--- src/rtl/tdm_demultiplexer_4ch.sv ---
// tdm_demultiplexer_4ch
// Receive end of a 4-channel TDM lane. A frame-sync marker tags slot 0. An
// internal slot counter regenerates the channel select and steers each beat
// into a shadow register. A complete frame is published on dout as one
// registered parallel word, so dout is never partially updated.
// Optional feature macro: TDM_DEMUX_PARITY_EN adds even parity on din
// (din_par) and a par_err pulse that replaces dout_valid for a bad frame.
module tdm_demultiplexer_4ch #(
    parameter int WIDTH = 4
) (
    input  logic               clk,
    input  logic               rst_n,
    input  logic [WIDTH-1:0]   din,
    input  logic               din_valid,
    input  logic               frame_sync,
`ifdef TDM_DEMUX_PARITY_EN
    input  logic               din_par,
    output logic               par_err,
`endif
    output logic [4*WIDTH-1:0] dout,
    output logic               dout_valid,
    output logic [1:0]         slot,
    output logic               locked,
    output logic               sync_err
);

    localparam logic [0:0] HUNT = 1'b0;
    localparam logic [0:0] RUN  = 1'b1;

    logic [0:0]       state;
    logic [WIDTH-1:0] sh0;
    logic [WIDTH-1:0] sh1;
    logic [WIDTH-1:0] sh2;
    logic             last_beat;
    logic             frame_ok;

    // Final beat of a properly aligned frame: slot 3 with no sync marker.
    assign last_beat = din_valid && (state == RUN) && !frame_sync && (slot == 2'd3);
    assign locked    = (state == RUN);

`ifdef TDM_DEMUX_PARITY_EN
    logic frame_bad;
    logic beat_bad;

    assign beat_bad = ^{din, din_par};
    assign frame_ok = !(frame_bad || beat_bad);

    // Accumulate parity errors across the frame; a bad frame pulses par_err at slot 3.
    always_ff @(posedge clk) begin
        if (!rst_n) begin
            frame_bad <= 1'b0;
            par_err   <= 1'b0;
        end else begin
            par_err <= 1'b0;
            if (din_valid) begin
                if (frame_sync) begin
                    frame_bad <= beat_bad;
                end else if ((state == RUN) && (slot != 2'd0)) begin
                    frame_bad <= frame_bad || beat_bad;
                end
            end
            if (last_beat && !frame_ok) begin
                par_err <= 1'b1;
            end
        end
    end
`else
    assign frame_ok = 1'b1;
`endif

    // Alignment FSM, slot counter, shadow capture and frame publication.
    always_ff @(posedge clk) begin
        if (!rst_n) begin
            state      <= HUNT;
            slot       <= 2'd0;
            sh0        <= '0;
            sh1        <= '0;
            sh2        <= '0;
            dout       <= '0;
            dout_valid <= 1'b0;
            sync_err   <= 1'b0;
        end else begin
            dout_valid <= 1'b0;
            sync_err   <= 1'b0;
            if (din_valid) begin
                if (state == HUNT) begin
                    if (frame_sync) begin
                        sh0   <= din;
                        slot  <= 2'd1;
                        state <= RUN;
                    end
                end else begin
                    if (frame_sync) begin
                        // A sync mid-frame restarts the frame at this beat.
                        if (slot != 2'd0) begin
                            sync_err <= 1'b1;
                        end
                        sh0  <= din;
                        slot <= 2'd1;
                    end else begin
                        case (slot)
                            2'd0: begin
                                sync_err <= 1'b1;
                                state    <= HUNT;
                                slot     <= 2'd0;
                            end
                            2'd1: begin
                                sh1  <= din;
                                slot <= 2'd2;
                            end
                            2'd2: begin
                                sh2  <= din;
                                slot <= 2'd3;
                            end
                            default: begin
                                if (frame_ok) begin
                                    dout       <= {din, sh2, sh1, sh0};
                                    dout_valid <= 1'b1;
                                end
                                slot <= 2'd0;
                            end
                        endcase
                    end
                end
            end
        end
    end

endmodule
--- config.mk ---
export PLATFORM = sky130hd
export DESIGN_NAME = tdm_demultiplexer_4ch
export DESIGN_NICKNAME = d
export VERILOG_FILES = /design/src/rtl/tdm_demultiplexer_4ch.sv
export SDC_FILE = /design/constraint.sdc
export NUM_CORES = 1
export LEC_CHECK = 0
export ABC_AREA = 1
export CAP_MARGIN = 10
export CORE_MARGIN = 2
export CORE_UTILIZATION = 45
export DETAILED_ROUTE_END_ITERATION = 8
export PLACE_DENSITY = 0.82
export SYNTH_ARGS = -nofsm -noshare
export SYNTH_HDL_FRONTEND = slang
export SYNTH_SLANG_ARGS = --single-unit
--- constraint.sdc ---
create_clock -name clk -period 1.2 [get_ports clk]
set_clock_uncertainty 0.1 [all_clocks]
set_input_delay 0.12 -clock clk [delete_from_list [all_inputs] [get_ports clk]]
set_output_delay 0.12 -clock clk [all_outputs]
set_load 0.01 [all_outputs]
==> metrics.md <==
| Metric | Value |
|---|---|
| Die span in x | `slightly above 60 um` |
| Top post-synthesis cells by count | `nor2_1, dfxtp_1, nand2_1` |
| Synth top area cells | `dfxtp_1, nor2_1, nand3_1, nand2_1, inv_1` |
| Sequential share of the synthesized area | `approximately 46%` |
| Vias | `~1300` |
| Clock Latency Late Sink | `between 0.3 and 0.4 ns` |
| Hold Crit Class | `in -> reg` |
| Met1 global-route usage | `slightly above 20%` |
| Prevailing post-synth register cell | `dfxtp_1` |
| Worst vdd rail ir drop | `around 0.8 mV` |
| Syn Nets | `approximately 210` |
| Maximum buffer depth of the clock tree | `2` |
| CP max FO | `10` |
| Num CTS Buffers | `5` |
| Final Non-Filler Cells | `284` |
| I/O pin count | `29` |
| Reg2reg setup slack | `-0.04 ns` |
| Syn. warnings | `0` |
| Netlist cell types | `18` |
| Worst hold endpoint | `slot[1]$_SDFFE_PN0P_` |
| Max-slew violations | `0` |
| Core Util, Final | `64.4%` |
| Max Clk Rate | `a little over 800 MHz` |
| Top-count cell post-synth | `nor2_1` |
| Status | `finished, violations left` |
| M2 GR Usage | `33.0%` |
| CTS clock-pin slew for the worst setup and hold paths | `about 0.10 ns` |
| Ant diodes | `0` |
| Arr. time, crit path | `around 1.4 ns` |
| Router iterations before antenna repair | `5` |
| Req. time, crit path | `roughly 1.4 ns` |
| Async SR Flop Fraction | `0%` |
| Hold Slack | `0.325 ns` |
| Cells on Worst Hold Path | `3` |
| Clk root buf | `clkbuf_4` |
| DP Worst Slack | `-0.305 ns` |
| Reg2Reg Capture Point | `dout[1]$_SDFFE_PN0P_` |
| DP Wirelength | `between 2000 and 2500 um` |
| Period utilization | `104%` |
| Post-CTS Hold Buffers | `0` |
| Vias in the first global route | `1157` |
| I/O Buffers | `28` |
| Final Hold Vio Count | `0` |
| Hold Path Origin | `rst_n` |
| Post-Syn Instances | `approximately 200` |
| Worst-Margin Slew | `slightly below 0.3 ns` |
| Number of flops mapped to enable cells by yosys | `0` |
| Biggest area consumer among synthesized cells | `dfxtp_1` |
| Layout net count | `roughly 250` |
| Largest net degree at the start of global routing | `28` |
| Synth Register Bits | `33` |
| Total GRT Usage | `18.8%` |
| Sink Count | `33` |
| Gpl congestion | `around 0.80` |
| Post-DP Area | `1850 um^2` |
| Max cap viols | `0` |
| Starting Density | `between 40% and 50%` |
| Layout area overhead | `35.5%` |
| Final setup fails | `17` |
| Via/cell ratio | `between 4 and 5` |
| Cell count after placement | `between 200 and 300` |
| Leakage | `between 0.8 and 0.9 nW` |
| Tmin final | `~1.2 ns` |
| CP Capture Type | `flip-flop` |
| Final worst slack | `-0.0428 ns` |
| FP Rows | `20` |
| Mapped cell area | `between 1000 and 1500 um^2` |
| Share of layout cells above drive strength 1 | `a little over a fifth` |
| Worst Setup Path Type | `reg -> reg` |
| Reg-to-reg startpoint | `slot[0]$_SDFFE_PN0P_` |
| RSZ-0062 raised after global routing | `true` |
| Most Crowded Layer GR | `met2` |
| Failing checks | `setup timing` |
| Setup_tns | `-0.379 ns` |
| Die span in y | `around 61 um` |
| Finished Cell Area | `around 2000 um^2` |
| Relative slew margins | `80.5%` |
| Routed Antenna Nets | `0` |
| Worst reg-to-reg path cell count | `7` |
| First-pass GRT wire length | `roughly 5100 um` |
| Initial antenna violation count | `0` |
| Post-route DRC | `0` |
| Total grt overflow | `0` |
| Core ar. | `~3100 um^2` |
| DR WL/cell | `10.4 um` |
| CTS tree | `yes` |
| Drt first-iter violations | `38` |
| M3 GR Usage | `around 6.4%` |
| Startpoint types | `flip-flop` |
| Share of the synthesized area in the top cell type | `a little under half` |
| Drt total wl | `2970 um` |
| Power Dens Cells | `1070 nW/um^2` |
| Total design power | `2.11 mW` |
| Htree depth | `2` |
| Die Area | `around 3700 um^2` |
| Synth Area per Inst | `between 7 and 8 um^2` |
-- registers in the layout (all words and copies together), names as in the netlist --
signal	flops
dout	16
sh0	4
sh1	4
sh2	4
slot	2
dout_valid	1
locked	1
sync_err	1
-- placed cells by master (no fill, tap or decap), drive strengths merged --
| cell | n |
|---|---|
| nor2 | 57 |
| ha | 5 |
| clkbuf | 12 |
| nand3 | 27 |
| dlygate4sd2 | 3 |
| a21oi | 6 |
| o21ai | 4 |
| dfxtp | 33 |
| clkdlybuf4s50 | 7 |
| inv | 24 |
| clkdlybuf4s15 | 12 |
| nand2 | 33 |
| nor3 | 2 |
| buf | 15 |
-- worst max-delay path, cell delays in order, from the launching register on --
cell	delay, ns
dfxtp_4	0.41
ha_4	0.18
inv_4	0.04
nor2_4	0.09
buf_6	0.15
nand3_1	0.08
nand2_1	0.07
nor2_1	0.04
-- routing by layer --
layer | share of wire [%] | routed length [um]
met3 | 5.1 | 151
met4 | 1.7 | 51
met5 | 0 | 0
met2 | 50 | 1480
met1 | 43 | 1290
-- layout make-up --
class                      instances  area [um^2]
sequential                        33          672
timing repair buffer              41          352
tap                               44         55.1
inverter                          24          103
fill                             292         1090
clock buffer                       8         80.1
multi-input combinational        134          706
-- worst max-delay path by stage --
| stage | from | end | slack [ns] | cells after the start |
|---|---|---|---|---|
| floorplan | slot[0]$_SDFFE_PN0P_ | dout[1]$_SDFFE_PN0P_ | 0.008 | 7 |
| global placement | frame_sync | sync_err$_SDFF_PN0_ | -0.28 | 4 |
| detailed placement | frame_sync | sh2[2]$_SDFFE_PN0P_ | -0.31 | 6 |
| CTS | slot[0]$_SDFFE_PN0P_ | dout[3]$_SDFFE_PN0P_ | -0.04 | 7 |
| global route | slot[1]$_SDFFE_PN0P_ | dout[1]$_SDFFE_PN0P_ | -0.13 | 7 |
| finish | slot[0]$_SDFFE_PN0P_ | dout[1]$_SDFFE_PN0P_ | -0.04 | 7 |
-- logic make-up after synthesis --
logic type / synth area share, %
simple gates: 36.1
fa+ha+maj: 4.31
flops: 45.5
buf+inv: 10.6
compound gates: 3.45
-- power by group --
group          internal, mW  total, mW  switching, mW
sequential             1.11       1.12         0.0138
combinational        0.0791      0.195          0.116
clock                 0.414      0.793          0.380
-- what timing repair did --
| action | CTS | global route |
|---|---|---|
| buffers inserted | 0 | 0 |
| gates resized for setup | 41 | 28 |
| setup endpoints to repair | 42 | 45 |
| pin swaps | 2 | 1 |
Power figures use the tool's default switching activity.
